--- src/rtl/mc_control_fsm.sv ---
// Multi-cycle RV32 control sequencer: FETCH/DECODE/EXEC/MEM/WB with a req/ack memory
// handshake, a counted M-extension stall and a sticky halt on SYSTEM or illegal opcodes.
//
// state  | meaning
// FETCH  | request instruction word, load IR on ack
// DECODE | classify opcode, latch datapath controls
// EXEC   | ALU cycle
// MEM    | data access for Load/Store, held until ack
// WB     | register writeback and PC update
// MULDIV | M-extension stall, MULDIV_CYCLES long
// HALT   | absorbing until reset
module mc_control_fsm #(
   parameter int MULDIV_CYCLES = 4,
   parameter int HAS_MULDIV    = 1,
   parameter int ALUOP_W       = 2
) (
   input  logic               clk,
   input  logic               rst_n,
   input  logic [4:0]         opcode,
   input  logic               funct7_0,
   input  logic               mem_ack,
   output logic               mem_req,
   output logic               mem_we,
   output logic               ir_we,
   output logic               pc_we,
   output logic               branch,
   output logic               memRead,
   output logic               memWrite,
   output logic               memtoReg,
   output logic               ALUSrc,
   output logic               RegWrite,
   output logic               pc_gen_sel,
   output logic [ALUOP_W-1:0] ALUOp,
   output logic [1:0]         rd_sel,
   output logic               muldiv_busy,
   output logic               halted,
   output logic               illegal,
   output logic [2:0]         state
);

   localparam int CNT_W = $clog2(MULDIV_CYCLES + 1);

   localparam logic [2:0] S_FETCH  = 3'd0;
   localparam logic [2:0] S_DECODE = 3'd1;
   localparam logic [2:0] S_EXEC   = 3'd2;
   localparam logic [2:0] S_MEM    = 3'd3;
   localparam logic [2:0] S_WB     = 3'd4;
   localparam logic [2:0] S_MULDIV = 3'd5;
   localparam logic [2:0] S_HALT   = 3'd6;

   localparam logic [4:0] OP_LOAD   = 5'b00000;
   localparam logic [4:0] OP_ARITHI = 5'b00100;
   localparam logic [4:0] OP_AUIPC  = 5'b00101;
   localparam logic [4:0] OP_STORE  = 5'b01000;
   localparam logic [4:0] OP_ARITHR = 5'b01100;
   localparam logic [4:0] OP_LUI    = 5'b01101;
   localparam logic [4:0] OP_BRANCH = 5'b11000;
   localparam logic [4:0] OP_JALR   = 5'b11001;
   localparam logic [4:0] OP_JAL    = 5'b11011;
   localparam logic [4:0] OP_SYSTEM = 5'b11100;

   logic [2:0]         state_q, state_d;
   logic [CNT_W-1:0]   cnt_q;
   logic               load_q, store_q;

   logic [ALUOP_W-1:0] d_aluop;
   logic               d_alusrc, d_memtoreg, d_pc_gen_sel, d_branch;
   logic [1:0]         d_rd_sel;
   logic               d_load, d_store, d_system, d_legal, d_muldiv;

   always_comb begin
      d_aluop      = '0;
      d_alusrc     = 1'b0;
      d_memtoreg   = 1'b0;
      d_rd_sel     = 2'b00;
      d_pc_gen_sel = 1'b0;
      d_branch     = 1'b0;
      d_load       = 1'b0;
      d_store      = 1'b0;
      d_system     = 1'b0;
      d_legal      = 1'b1;
      case (opcode)
         OP_ARITHR: d_aluop = ALUOP_W'(2'b10);
         OP_LOAD: begin
            d_alusrc   = 1'b1;
            d_memtoreg = 1'b1;
            d_load     = 1'b1;
         end
         OP_STORE: begin
            d_alusrc = 1'b1;
            d_store  = 1'b1;
         end
         OP_BRANCH: begin
            d_aluop  = ALUOP_W'(2'b01);
            d_branch = 1'b1;
         end
         OP_ARITHI: begin
            d_aluop  = ALUOP_W'(2'b11);
            d_alusrc = 1'b1;
         end
         OP_JALR: begin
            d_rd_sel     = 2'b10;
            d_pc_gen_sel = 1'b1;
         end
         OP_JAL:    d_rd_sel = 2'b10;
         OP_AUIPC:  d_rd_sel = 2'b01;
         OP_LUI:    d_rd_sel = 2'b11;
         OP_SYSTEM: d_system = 1'b1;
         default:   d_legal  = 1'b0;
      endcase
      d_muldiv = (opcode == OP_ARITHR) && funct7_0 && (HAS_MULDIV != 0);
   end

   always_ff @(posedge clk) begin
      if (!rst_n) state_q <= S_FETCH;
      else        state_q <= state_d;
   end

   // Decode outputs hold from one DECODE cycle to the next.
   always_ff @(posedge clk) begin
      if (!rst_n) begin
         cnt_q      <= '0;
         ALUOp      <= '0;
         ALUSrc     <= 1'b0;
         memtoReg   <= 1'b0;
         rd_sel     <= 2'b00;
         pc_gen_sel <= 1'b0;
         branch     <= 1'b0;
         load_q     <= 1'b0;
         store_q    <= 1'b0;
         illegal    <= 1'b0;
      end else if (state_q == S_DECODE) begin
         ALUOp      <= d_aluop;
         ALUSrc     <= d_alusrc;
         memtoReg   <= d_memtoreg;
         rd_sel     <= d_rd_sel;
         pc_gen_sel <= d_pc_gen_sel;
         branch     <= d_branch;
         load_q     <= d_load;
         store_q    <= d_store;
         if (!d_legal) illegal <= 1'b1;
         if (d_muldiv) cnt_q   <= CNT_W'(MULDIV_CYCLES - 1);
      end else if (state_q == S_MULDIV && cnt_q != '0) begin
         cnt_q <= cnt_q - 1'b1;
      end
   end

   always_comb begin
      state_d = state_q;
      case (state_q)
         S_FETCH:  if (mem_ack) state_d = S_DECODE;
         S_DECODE: begin
            if (!d_legal || d_system) state_d = S_HALT;
            else if (d_muldiv)        state_d = S_MULDIV;
            else                      state_d = S_EXEC;
         end
         S_EXEC:   state_d = (load_q || store_q) ? S_MEM : S_WB;
         S_MEM:    if (mem_ack) state_d = load_q ? S_WB : S_FETCH;
         S_MULDIV: if (cnt_q == '0) state_d = S_WB;
         S_WB:     state_d = S_FETCH;
         S_HALT:   state_d = S_HALT;
         default:  state_d = S_FETCH;
      endcase
   end

   // Strobes are forced low while reset is held so a dropped request stays dropped.
   always_comb begin
      mem_req     = 1'b0;
      mem_we      = 1'b0;
      memRead     = 1'b0;
      memWrite    = 1'b0;
      RegWrite    = 1'b0;
      ir_we       = 1'b0;
      pc_we       = 1'b0;
      muldiv_busy = 1'b0;
      halted      = 1'b0;
      if (rst_n) begin
         case (state_q)
            S_FETCH: begin
               mem_req = 1'b1;
               ir_we   = mem_ack;
            end
            S_MEM: begin
               mem_req  = 1'b1;
               memRead  = load_q;
               memWrite = store_q;
               mem_we   = store_q;
               pc_we    = store_q && mem_ack;
            end
            S_MULDIV: muldiv_busy = 1'b1;
            S_WB: begin
               RegWrite = !(branch || store_q);
               pc_we    = 1'b1;
            end
            S_HALT:   halted = 1'b1;
            default: ;
         endcase
      end
   end

   assign state = state_q;

endmodule

--- config.mk ---
export PLATFORM = sky130hd
export DESIGN_NAME = mc_control_fsm
export DESIGN_NICKNAME = d
export VERILOG_FILES = /design/src/rtl/mc_control_fsm.sv
export SDC_FILE = /design/constraint.sdc
export NUM_CORES = 1
export LEC_CHECK = 0
export CORE_MARGIN = 4
export CORE_UTILIZATION = 46
export DETAILED_ROUTE_END_ITERATION = 10
export GPL_TIMING_DRIVEN = 1
export HOLD_SLACK_MARGIN = 0.12
export PLACE_DENSITY_LB_ADDON = 0.08
export SLEW_MARGIN = 10
export SYNTH_ARGS = -nofsm -noshare
export SYNTH_HDL_FRONTEND = slang
export SYNTH_SLANG_ARGS = --single-unit
--- constraint.sdc ---
create_clock -name clk -period 1.9 [get_ports clk]
set_input_delay 0.57 -clock clk [delete_from_list [all_inputs] [get_ports clk]]
set_output_delay 0.57 -clock clk [all_outputs]
set_load 0.1 [all_outputs]
After elaboration in Yosys (flattened, before gate mapping):

Index checks and enable logic that the tools add are counted.

* register bits: 16
* latch bits: 0
* memory bits (writable): 0
* ROM bits: 0
* input bits: 9
* output and inout bits: 21
* word-level logic and storage cells: 87
* memories: 0

* $add $sub $neg: 1
* multiply operators: 0
* divide/modulo/power cells: 0
* order comparisons: 0
* equality and inequality tests: 19
* shift-type cells: 0
* muxes and demuxes: 36
* bitwise operators: 1
* reduce and logical (&&, ||, !) cells: 20

Operator list (count)
* $mux 3: 10
* $mux 1: 22
* $eq 5x5->1 const B: 4
* $pmux 3 s6: 1
* $eq 5x4->1 const B: 3
* $pmux 2 s3: 2
* $eq 5x3->1 const B: 2
* $reduce_or 10->1: 1
* $eq 3x3->1 const B: 3
* $eq 3x2->1 const B: 2
* $logic_not 3->1: 2
* $ne 2x2->1 const B: 3
* $logic_not 5->1: 1
* $reduce_and 2->1: 2
* $reduce_or 2->1: 2
* $eq 3x1->1 const B: 1
* $logic_and 1x1->1: 3
* $logic_or 1x1->1: 3
* $reduce_and 3->1: 1
* $reduce_bool 3->1: 1
* $reduce_or 3->1: 1
* $sub 3x1->3 const B: 1
* $logic_not 1->1: 2
* $ne 2x1->1 const B: 1
* 3 further kinds: 3

Depth between registers and ports, before layout:

* word-level depth: 7
* depth in mapped cells: 7
* mapped depth without buffers: 7

Worst setup path after synthesis:

Ideal clock, no wire load.

* path kind: reg2out
* start: reg state_q[2] (netlist: state[2])
* end: out RegWrite
* data arrival time: 4.317 ns
* required time: 1.330 ns
* path slack: -2.987 ns
* stages on the path, launching flop included: 4
* path buffers: 1
* cells stage by stage: dfxtp_1 > clkbuf_1 > nand2_1 > nor4_1

* cells in the longest elaborated chain, start to end: 3

Ends and longest elaborated chain
* start, declared: line 62 `logic [2:0] state_q, state_d;`
* start signal, assigned: line 116 `else state_q <= state_d;`
* $eq 3x3->1: line 178 `case (state_q)`
* $mux 1: line 178
* $mux 1: line 177 `if (rst_n) begin`
* end, declared: line 31 `output logic RegWrite,`

Every way passes these cells.

Worst setup path in the final report:

* start: in rst_n
* end: out RegWrite

* cells in the longest elaborated chain, start to end: 1

Ends and longest elaborated chain
* start, declared: line 18 `input logic rst_n,`
* $mux 1: line 177

Every way passes these cells.

==> metrics.txt <==
min Tclk post-route=1970 ps; fmax=0.508 GHz; fillers=53; final core utilization=95.2%; Yosys warnings=0; fin. max-slew vios=0; Root Buffer=clkbuf_4; Final setup viols=4; metal2 WL=2380 um; RSZ-0062 raised after global routing=yes; drt first pass iters=5; total vias in the final route=1407; GRT Total Usage=27.2%; Cells after Synth=129; worst r2r path cells=7; worst relative slew slack=70.3%; Highest Signal Layer=met4; count of maximum capacitance violations=0; CP startpoint kind=input pin; clock-pin slew on the worst setup and hold paths=90 ps; fin area=1940 um^2; WL final=4990 um; H-tree depth=1; WHS=504 ps; Cell Count, Final, Fillers Out=212; Hold Crit Class=flip-flop to flip-flop; NetSw=0.735 mW; outcome=finished, violations left; met1 WL=1740 um; starting DRC count in detailed routing=115; Worst-Skew Late Latency=290 ps; Chip Width=55.2 um; share of cells above drive strength 1=49.7%; global-route wire length before repair=6710 um; Area Overhead vs Synth=89.6%; CTS tree=done; number of global-route vias before repair=1362; row count=16; Fin. Hold Viols=0; clock sink count=16; Syn Area/Cell=7.94 um^2; CP Data Arrival Time=1400 ps; number of synthesized flops with an enable pin=0; Main synth FF type=dfxtp_1; dpl hpwl=2710 um; Design Power=1.54 mW; placed instance area=1770 um^2; Worst setup EP type=primary output; RePlAce Congestion=0.876; via/cell ratio=6.64; die extent in y=55.2 um; Placeable Area=2040 um^2; Final WS setup=-67.4 ps; Critical Path RT=1330 ps; GRT Residual Overflow=0; Internal=0.809 mW; residual DRC count=0; pre-CTS setup slack=-438 ps; post-route setup TNS=-151 ps; register area share after synthesis=31.3%; die footprint=3050 um^2; antenna violations before repair=0; Cell Pwr Density=795 nW/um^2; slowest cell delay on critical path=310 ps; worst slew pin tran=444 ps; ANT nets after route=0; Clock Skew=3.07 ps; Switching Share=47.6%; largest net degree at the start of global routing=11; slowest cell on the critical path=nor4_4; Comb power frac=61.0%; peak supply drop=0.659 mV; CP cell instances=buf_4, buf_6, nand2_8, nor4_4, buf_12; syn_nets=140; static leakage power=0.789 nW; WHS Path Cells=2; IO buf count=29; cell area after synthesis=1020 um^2; Async S/R FF share, synth=0%; Max Root-Sink Buffers=2; Starting Density=50.2%; Final Cycle Share=104%; Clk network pwr share=12.3%; post-synthesis sequential element count=16; CTS Buf Count=3; critical path class=input pin to primary output; count of cell types in the netlist=41; failing checks=negative setup slack; num ports=30; WL met3=424 um; Flop pwr share=26.7%; Nets=197; CP Max Fanout=3; post-DR wirelength/cell=23.5 um; placed cell count=200; Inserted Diodes=0
[cell type report]
type	count	area, um^2	area share [%]
repair buffers	62	769	39.6
flip-flops and latches	16	333	17.1
inverters	7	26.3	1.35
multi-input cells	96	754	38.8
well taps	27	33.8	1.74
clock buffers	4	26.3	1.35
[worst max-delay path: cells and delay by family]
kind | cells | cell delay [ps]
buf+inv | 3 | 440
simple gates | 2 | 380
[final timing paths]
kind | slack, ps | from | endpoint
worst min-delay path | 500 | rd_sel[1] | rd_sel[1]
worst min register to register | 500 | rd_sel[1] | rd_sel[1]
worst max register to register | 50 | state[1] | pc_gen_sel
worst max-delay path | -70 | rst_n | RegWrite
[synth_stat cells (2+ instances only)]
cell type  number  area share [%]
o21ai_0         7             3.4
o211a_1         2             2.0
a22oi_1         4             2.9
a32oi_1         3             2.6
nand3_1         2            0.98
ha_1            2             2.4
a21oi_1         5             2.4
nand3b_1        2             1.5
a311oi_1        2             1.7
clkbuf_1        5             1.8
nor2b_1         5             3.1
nor2_1         20             7.3
nand2_1         8             2.9
nand2b_1        6             3.7
nor3_1          5             2.4
buf_4           2             1.5
dfxtp_1        16              31
nand4_1         2             1.2
inv_1           7             2.6
a211oi_2        2             2.4
or2_1           2             1.2
[cell usage in the layout, fill, tap and decap left out, types with 4 or more instances in the layout]
master,Yosys,routed
a21oi_1,5,4
a22oi_1,4,4
buf_12,0,21
buf_4,2,29
buf_6,0,5
dfxtp_1,16,12
dlymetal6s2s_1,0,4
inv_1,7,6
nand2_1,8,7
nor2_1,20,15
nor2_4,1,6
nor2b_1,5,5
o21ai_0,7,7
[kinds of logic after synthesis]
logic type               count (synthesis)  synth area share (%)
AND/OR/NAND/NOR                         62                  33.7
flip-flops                              16                  31.3
adder cells (fa/ha/maj)                  2                  2.44
multiplexers                             1                  1.10
AO/OA/AOI/OAI                           31                  22.3
buffers and inverters                   17                  9.16
[registers in the layout, summed over array words and instances (netlist names), 2 cells and up]
register	flops
cnt_q	3
rd_sel	2
state	3
ALUOp	2
[what timing repair did]
action / CTS / global route
hold buffers: 0 / 0
setup buffers: 7 / 2
resized for setup: 14 / 18
setup endpoints to repair: 9 / 15
pin swaps: 6 / 7
[power by group through the flow]
stage	Clock [mW]	Sequential [mW]	Combinational (mW)
after global placement	0	0.438	0.736
final	0.189	0.412	0.942
after floorplan	0	0.551	0.388
after CTS	0.190	0.400	0.863
after global routing	0.210	0.418	0.967
after detailed placement	0	0.442	0.758
[per-layer routing]
metal	vias to the layer above	global-route usage [%]
met5	-	0
met4	0	14.2
met3	50	6.99
met2	119	48.5
met1	662	29.1
li1	576	-
(Power assumes the default switching activity.)
==> RTL edit: new RTL, same flow settings <==
Change the parameter `ALUOP_W` from 2 to 4.
--- a/src/rtl/mc_control_fsm.sv
+++ b/src/rtl/mc_control_fsm.sv
@@ -12,7 +12,7 @@
 module mc_control_fsm #(
    parameter int MULDIV_CYCLES = 4,
    parameter int HAS_MULDIV    = 1,
-   parameter int ALUOP_W       = 2
+   parameter int ALUOP_W       = 4
 ) (
    input  logic               clk,
    input  logic               rst_n,
Ports: changed (resized ALUOp); port bits go from 30 to 32. No check against the original RTL was run, so the function may have changed too.
==> RTL edit against the original RTL <==
  * The run now fails in clock tree synthesis
  * Synthesized area decreased by 2.4%
==> RTL edit: results (changes against the original RTL) <==
[outcome]
outcome=aborted with a tool error  ; was complete, but fails checks
run.stop_error=[ERROR DPL-0033] detailed placement checks failed during check placement.
outcome.stop_stage=clock tree synthesis

[yosys]
synth_seq_area_share=0.320  ; was 0.313
number_of_distinct_library_cell_variants_in_the_gate_level_netlist_after_synthesis=39  ; was 41
synth_warnings=0  ; unchanged
ys_top_cells_by_area=dfxtp_1, nand2_1, nor2b_1, nor2_1, nand2b_1  ; was dfxtp_1, nor2_1, nand2b_1, o21ai_0, nor2b_1
async_reset_ff_frac=0  ; unchanged
synth.top_cells.by_count=dfxtp_1, nand2_1, nor2_1  ; was nor2_1, dfxtp_1, nand2_1
yosysTopAreaCell=dfxtp_1  ; unchanged

[clock_tree]
cts_repair_resize_count=29  ; was 14
clock_root_buffer=clkbuf_4  ; unchanged
clock_sinks=16  ; unchanged
cts.htree.levels=1  ; unchanged
cts_max_path_bufs=2  ; unchanged
cts_made_buffers=3  ; unchanged
postCtsSetupRepairBufs=12  ; was 7

[placed_design]
gpl.final_weighted_congestion=0.870  ; was 0.876
preCtsSetupSlack_ps=-571  ; was -438 ps
dp_hpwl_um=2890  ; was 2710 um
buffer_ports.inserted=29  ; unchanged

-- RTL edit: logic make-up after synthesis --
kind of cell / after synthesis / share of synthesized area
AO/OA/AOI/OAI: 30 / 0.227
XOR/XNOR: 1 / 0.00876
adder cells (fa/ha/maj): 2 / 0.0250
buffers and inverters: 18 / 0.0826
flip-flops: 16 / 0.320
other: 1 / 0.00375
AND/OR/NAND/NOR: 59 / 0.333
-- RTL edit: through the flow --
| stage | std cells | utilization | hold slack (ps) | area, um^2 | setup TNS [ps] |
|---|---|---|---|---|---|
| after detailed placement | 196 | 0.868 | 511 | 1750 | -7570 |
| after global placement | 196 | 0.868 | 479 | 1750 | -6290 |
| after floorplan | 128 | - | 472 | 1140 | -3050 |
